$ cat src/rtl/stream_packet_mux.sv
// ============================================================================
// Module      : stream_packet_mux
// Description : Packet-atomic 2:1 stream mux. Port 2 (control) has fixed
//               priority at packet start; one registered output stage.
//               Optional sticky error flag when STREAM_PACKET_MUX_ERR_EN is
//               defined.
// Revision    : 1.0 - initial release
// ============================================================================
`default_nettype none

module stream_packet_mux #(
  parameter int DATA_WIDTH = 24
) (
  input  logic                  clk,
  input  logic                  reset_n,
  input  logic [DATA_WIDTH-1:0] sink_data,
  input  logic                  sink_valid,
  input  logic                  sink_sop,
  input  logic                  sink_eop,
  output logic                  sink_ready,
  input  logic [DATA_WIDTH-1:0] sink_data2,
  input  logic                  sink_valid2,
  input  logic                  sink_sop2,
  input  logic                  sink_eop2,
  output logic                  sink_ready2,
  output logic [DATA_WIDTH-1:0] source_data,
  output logic                  source_valid,
  output logic                  source_sop,
  output logic                  source_eop,
  input  logic                  source_ready
`ifdef STREAM_PACKET_MUX_ERR_EN
  ,
  output logic                  err
`endif
);

  localparam logic [1:0] S_IDLE  = 2'd0;
  localparam logic [1:0] S_LOCK1 = 2'd1;
  localparam logic [1:0] S_LOCK2 = 2'd2;

  logic [1:0]            r_state;
  logic [1:0]            w_state_nxt;
  logic                  w_can_accept;
  logic                  w_win2;
  logic                  w_rdy1;
  logic                  w_rdy2;
  logic                  w_fwd1;
  logic                  w_fwd2;
  logic [DATA_WIDTH-1:0] r_data;
  logic                  r_valid;
  logic                  r_sop;
  logic                  r_eop;

  assign w_can_accept = !r_valid || source_ready;
  assign w_win2       = sink_valid2 && sink_sop2;

  always_ff @(posedge clk or negedge reset_n) begin
    if (!reset_n) begin
      r_state <= S_IDLE;
    end else begin
      r_state <= w_state_nxt;
    end
  end

  always_comb begin
    w_state_nxt = r_state;
    case (r_state)
      S_IDLE: begin
        if (w_fwd2 && !sink_eop2) begin
          w_state_nxt = S_LOCK2;
        end else if (w_fwd1 && !sink_eop) begin
          w_state_nxt = S_LOCK1;
        end
      end
      S_LOCK1: if (w_fwd1 && sink_eop)  w_state_nxt = S_IDLE;
      S_LOCK2: if (w_fwd2 && sink_eop2) w_state_nxt = S_IDLE;
      default: w_state_nxt = S_IDLE;
    endcase
  end

  // In IDLE, beats without sop are always consumed so stray tails drain away.
  always_comb begin
    w_rdy1 = 1'b0;
    w_rdy2 = 1'b0;
    w_fwd1 = 1'b0;
    w_fwd2 = 1'b0;
    case (r_state)
      S_IDLE: begin
        w_rdy2 = !sink_sop2 || w_can_accept;
        w_rdy1 = !sink_sop  || (!w_win2 && w_can_accept);
        w_fwd2 = w_win2 && w_can_accept;
        w_fwd1 = sink_valid && sink_sop && !w_win2 && w_can_accept;
      end
      S_LOCK1: begin
        w_rdy1 = w_can_accept;
        w_fwd1 = sink_valid && w_can_accept;
      end
      S_LOCK2: begin
        w_rdy2 = w_can_accept;
        w_fwd2 = sink_valid2 && w_can_accept;
      end
      default: begin
        w_rdy1 = 1'b0;
        w_rdy2 = 1'b0;
      end
    endcase
  end

  assign sink_ready  = reset_n && w_rdy1;
  assign sink_ready2 = reset_n && w_rdy2;

  always_ff @(posedge clk or negedge reset_n) begin
    if (!reset_n) begin
      r_data  <= '0;
      r_valid <= 1'b0;
      r_sop   <= 1'b0;
      r_eop   <= 1'b0;
    end else if (w_fwd2) begin
      r_data  <= sink_data2;
      r_valid <= 1'b1;
      r_sop   <= sink_sop2;
      r_eop   <= sink_eop2;
    end else if (w_fwd1) begin
      r_data  <= sink_data;
      r_valid <= 1'b1;
      r_sop   <= sink_sop;
      r_eop   <= sink_eop;
    end else if (source_ready) begin
      r_valid <= 1'b0;
    end
  end

  assign source_data  = r_data;
  assign source_valid = r_valid;
  assign source_sop   = r_sop;
  assign source_eop   = r_eop;

`ifdef STREAM_PACKET_MUX_ERR_EN
  logic w_err_evt;
  logic r_err;

  // Flags a dropped headless beat, or a new sop arriving inside a packet.
  assign w_err_evt = ((r_state == S_IDLE) &&
                      ((sink_valid && !sink_sop) || (sink_valid2 && !sink_sop2))) ||
                     ((r_state == S_LOCK1) && w_fwd1 && sink_sop) ||
                     ((r_state == S_LOCK2) && w_fwd2 && sink_sop2);

  always_ff @(posedge clk or negedge reset_n) begin
    if (!reset_n) begin
      r_err <= 1'b0;
    end else if (w_err_evt) begin
      r_err <= 1'b1;
    end
  end

  assign err = r_err;
`endif

endmodule

`default_nettype wire

$ cat config.mk
export PLATFORM = sky130hd
export DESIGN_NAME = stream_packet_mux
export DESIGN_NICKNAME = d
export VERILOG_FILES = /design/src/rtl/stream_packet_mux.sv
export SDC_FILE = /design/constraint.sdc
export NUM_CORES = 1
export LEC_CHECK = 0
export CAP_MARGIN = 5
export CORE_AREA = 2 2 50 98
export DETAILED_ROUTE_END_ITERATION = 10
export DIE_AREA = 0 0 52 100
export PLACE_DENSITY = 0.93
export SKIP_CTS_REPAIR_TIMING = 1
export SKIP_LAST_GASP = 1
export SLEW_MARGIN = 10
export SYNTH_ARGS = -nofsm -noshare
export SYNTH_HDL_FRONTEND = slang
export SYNTH_SLANG_ARGS = --single-unit
$ cat constraint.sdc
create_clock -name clk -period 2.7 [get_ports clk]
set_input_delay 0.54 -clock clk [delete_from_list [all_inputs] [get_ports clk]]
set_output_delay 0.54 -clock clk [all_outputs]
set_load 0.005 [all_outputs]
# Yosys cells after proc, flatten, opt, wreduce, memory -nomap -nowiden

Index checks and enable logic that the tools add are counted.

Flip-flop bits (word level): 29
Word-level logic and storage cells: 55

Equality and inequality tests: 5
Multiplexer cells: 18
Reductions and logical operators: 27

Operator list:

| kind               | number |
|---|---|
| $mux 24            | 2 |
| $logic_and 1x1->1  | 14 |
| $mux 2             | 4 |
| $pmux 1 s2         | 4 |
| $mux 1             | 7 |
| $logic_not 1->1    | 6 |
| $pmux 2 s3         | 1 |
| $ne 2x2->1 const B | 2 |
| $logic_or 1x1->1   | 3 |
| $ne 3x3->1 const B | 1 |
| $reduce_and 3->1   | 1 |
| $reduce_bool 3->1  | 1 |
| $eq 2x1->1 const B | 1 |
| $eq 2x2->1 const B | 1 |
| $logic_not 2->1    | 1 |
| $reduce_bool 2->1  | 1 |

# Logic depth before layout (Yosys ltp)

Depth in word-level cells: 9
Gate-level depth with buffers: 6
Depth with buffers taken out: 3

# Worst setup path after synthesis

OpenSTA, ideal clock, no wires.

Path type: input to output
From: input port source_ready
To: output port sink_ready
Arrival: 1.377 ns
Slack: 0.783 ns
Stages on the path: 5
Path through: nand2b_1 > buf_2 > buf_1 > a21oi_1 > nor3b_1

Word-level cells in the longest chain between the ends: 5

Ends and longest elaborated chain:

| what                | line | source |
|---|---|---|
| start: declaration  | 30   | `input logic source_ready` |
| $logic_or 1x1->1 *  | 54   | `assign w_can_accept = !r_valid \|\| source_ready;` |
| $logic_and 1x1->1   | 90   | `w_rdy1 = !sink_sop \|\| (!w_win2 && w_can_accept);` |
| $logic_or 1x1->1    | 90   |  |
| $pmux 1 s2 *        | 87   | `case (r_state)` |
| $logic_and 1x1->1 * | 109  | `assign sink_ready = reset_n && w_rdy1;` |
| end: declaration    | 20   | `output logic sink_ready,` |

Every way passes the cells marked *; elsewhere a longest branch is shown, timed or not.

# Worst setup path in the final report

From: input port sink_valid2
To: output port sink_ready

Word-level cells in the longest chain between the ends: 6

Ends and longest elaborated chain:

| what               | line | source |
|---|---|---|
| start: declaration | 22   | `input logic sink_valid2,` |
| $logic_and 1x1->1  | 55   | `assign w_win2 = sink_valid2 && sink_sop2;` |
| $logic_not 1->1    | 90   |  |
| $logic_and 1x1->1  | 90   |  |
| $logic_or 1x1->1   | 90   |  |
| $pmux 1 s2         | 87   |  |
| $logic_and 1x1->1  | 109  |  |

No other way between the ends.

==> PnR_summary.wiki <==
{| class="wikitable"
! Metric !! Value
|-
| Result of the run || complete, no violations
|-
| Routed length per instance || 19.3 um
|-
| Drt first pass iters || 4
|-
| Worst slack at placement || 0.0639 ns
|-
| Unrepaired setup endpoints after global routing || false
|-
| CP Capture Type || output port
|-
| Antenna violations before repair || 0
|-
| Initial DRC Count || 58
|-
| Top Ports || 86
|-
| Post-route DRC || 0
|-
| Sum of negative setup slack || 0 ns
|-
| Layout Nets || 311
|-
| Final-report setup violation count || 0
|-
| Hold violation total from the final report || 0
|-
| Clock network fraction of total power || 0.151
|-
| Power density over the cells || 922 nW/um2
|-
| Post-route design area || 2920 um2
|-
| Layout fillers || 366
|-
| Data arrival time of the critical path || 1.99 ns
|-
| Total chip power || 2.69 mW
|-
| Cell seen most often among critical-path stages || sky130_fd_sc_hd__clkdlybuf4s50_1
|-
| Leading cell types by total area after synthesis || sky130_fd_sc_hd__dfrtp_1, sky130_fd_sc_hd__o311ai_4, sky130_fd_sc_hd__o2111ai_1
|-
| Hold crit path type || flop to flop
|-
| Overall fraction of global-route tracks in use || 0.250
|-
| Final worst path period need || 2.53 ns
|-
| Vias in the first global route || 2073
|-
| Count of H-tree levels built during CTS || 2
|-
| CTS clk-pin slew, worst paths || 0.06 ns
|-
| Layout Cells excl Fill || 310
|-
| Remaining Overflow, GRT || 0
|-
| Series of cell instances along the critical path || clkdlybuf4s50_1 > nand3b_1 > a21oi_1 > nor3b_1 > clkdlybuf4s50_1
|-
| Sum of net half-perimeters after detailed placement || 4020 um
|-
| Biggest area consumer among synthesized cells || sky130_fd_sc_hd__dfrtp_1
|-
| IO buf count || 85
|-
| Highest ir drop seen on vdd || 602 uV
|-
| Wire length of the first global-routing pass || 9930 um
|-
| Maximum number of pins on one net before global-route repair || 55
|-
| Register share of total power || 0.298
|-
| Combinational group share of total power || 0.551
|-
| Worst skew pair latency || 0.29 ns
|-
| Fraction of the core area covered by cells at the end of the flow || 0.647
|-
| Critical-path maximum fanout || 3
|-
| Number of flops mapped to enable cells by yosys || 0
|-
| Placed cell count || 302
|-
| Die height || 100 um
|-
| Worst-case hold slack || 0.603 ns
|-
| Post-synthesis async set-or-reset flop share || 1.00
|-
| Net count after synthesis || 234
|-
| Most instantiated flip-flop cell in the synthesis netlist || sky130_fd_sc_hd__dfrtp_1
|-
| Share of the synthesized area in the top cell type || 0.371
|-
| Number of diodes added for antenna fixing || 0
|-
| Reported max-cap violation count || 0
|-
| Slew @ Worst Pin || 0.536 ns
|-
| Share of cells above drive strength 1 || 0.165
|-
| RD Place Congestion || 0.794
|-
| Sum of routed wire length over all layers || 5980 um
|-
| Share of total power consumed by net switching || 0.364
|-
| Leakage || 1.12 nW
|-
| Worst R2R Path Depth || 4
|-
| Power Internal || 1.71 mW
|-
| Total of flip-flops plus latches after synthesis || 29
|-
| Width of the chip || 52 um
|-
| Kind of start point of the critical path || input pin
|-
| Total of warnings raised by yosys || 0
|-
| Worst Slack Setup Final || 0.166 ns
|-
| Maximum clock insertion buffer count || 2
|-
| CTS tree || done
|-
| FP Rows || 35
|-
| Clk Tree Root Cell || sky130_fd_sc_hd__clkbuf_8
|-
| Total clock buffers created by CTS || 5
|-
| Ratio of final minimum period to clock period || 0.939
|-
| Number of cells on the worst hold path || 2
|-
| Die area || 5200 um2
|-
| Combined area of the multi-input logic cells || 985 um2
|-
| Core area || 4510 um2
|-
| Skew final || 0.00301 ns
|-
| Worst EP required || 2.16 ns
|-
| Pins Over Slew Limit || 0
|-
| Highest cell delay on the worst timing path || 0.54 ns
|-
| Achievable Freq || 395 MHz
|-
| Syn Area/Cell || 11.0 um2
|-
| Relative slew margins || 0.643
|-
| Post-synthesis to final-layout area growth || 49.3%
|-
| Category of the critical setup timing path || input pin to output port
|-
| Via count normalized by instance count || 6.17
|-
| Antenna-violating nets left || 0
|-
| Initial Utilization || 0.434
|-
| Placed cell area || 2820 um2
|-
| Top cells by count, synth || sky130_fd_sc_hd__dfrtp_1, sky130_fd_sc_hd__inv_1, sky130_fd_sc_hd__nand4_1, sky130_fd_sc_hd__o2111ai_1, sky130_fd_sc_hd__clkbuf_1
|-
| Top-count cell post-synth || sky130_fd_sc_hd__dfrtp_1
|-
| Syn Inst Count || 177
|-
| Net load switching power || 981 uW
|-
| DR vias || 1914
|-
| Portion of the post-synthesis area used by sequential elements || 0.371
|-
| Cell area after synthesis || 1960 um2
|-
| Critical Path Slowest Stage Cell || sky130_fd_sc_hd__clkdlybuf4s50_1
|-
| Count of distinct cell types in the synthesized netlist || 33
|-
| Sinks on Clock Net || 29
|-
| Footprint of the flip-flops and latches || 726 um2
|}
cells by family (layout without fill, tap and decap cells):
kind of cell,after synthesis,in the layout,synth area share
compound gates,57,57,0.374
buf+inv,52,130,0.128
simple gates,39,39,0.127
flops,29,29,0.371
registers in the layout (all words and copies together), names as in the netlist:
signal / count
r_state: 2
source_valid: 1
source_data: 24
source_sop: 1
source_eop: 1
cells in the final DEF (no fill, tap or decap), drive strengths merged:
master / synthesis / routed
o31ai: 1 / 1
nor2b: 2 / 2
nor3b: 1 / 1
inv: 27 / 27
or3: 1 / 1
or2: 1 / 1
o311ai: 25 / 25
nand4: 25 / 25
clkinv: 0 / 1
nand2: 1 / 1
a21boi: 1 / 1
o211a: 3 / 3
a21oi: 1 / 1
and3: 2 / 2
clkdlybuf4s50: 0 / 85
o2111ai: 25 / 25
nand2b: 1 / 1
clkbuf: 13 / 7
a41oi: 1 / 1
buf: 12 / 10
nor4b: 1 / 1
nor2: 1 / 1
nand3: 1 / 1
dfrtp: 29 / 29
nand3b: 1 / 1
and2b: 1 / 1
power by group through the flow:
stage	clock network (mW)	logic (mW)	registers (mW)
2_1_floorplan	0	0.851	0.783
3_3_place_gp	0	1.42	0.793
3_5_place_dp	0	1.48	0.793
4_1_cts	0.408	1.49	0.800
5_1_grt	0.425	1.60	0.817
6_report	0.408	1.48	0.802
final timing paths:
| kind | from | endpoint | slack [ns] |
|---|---|---|---|
| worst min-delay path | source_data[17] | source_data[17] | 0.60 |
| min in group asynchronous | reset_n | source_data[6] | 0.73 |
| worst max-delay path | sink_valid2 | sink_ready | 0.17 |
| max in group asynchronous | reset_n | source_data[17] | 1.69 |
| worst max register to register | source_valid | source_data[8] | 0.69 |
| worst min register to register | source_data[17] | source_data[17] | 0.60 |
final cells by class:
| cell class | instances | share of cell area |
|---|---|---|
| multi-input combinational | 96 | 0.337 |
| timing repair buffer | 95 | 0.321 |
| sequential | 29 | 0.249 |
| inverter | 27 | 0.0347 |
| clock buffer | 7 | 0.0330 |
| tap | 55 | 0.0236 |
| clock inverter | 1 | 0.00171 |
routing by layer:
metal	track usage	wire, um	up-vias	share of wire
met5	0	0	-	0
met4	0.115	212	0	0.035
met3	0.0461	459	21	0.077
met2	0.406	3020	119	0.51
met1	0.313	2290	911	0.38
li1	-	-	863	-
worst max-delay path: cells and delay by family:
kind	cells	cell delay, ns
AO/OA/AOI/OAI	1	0.07
AND/OR/NAND/NOR	2	0.36
buffers and inverters	2	1.03
Power figures use the tool's default switching activity.
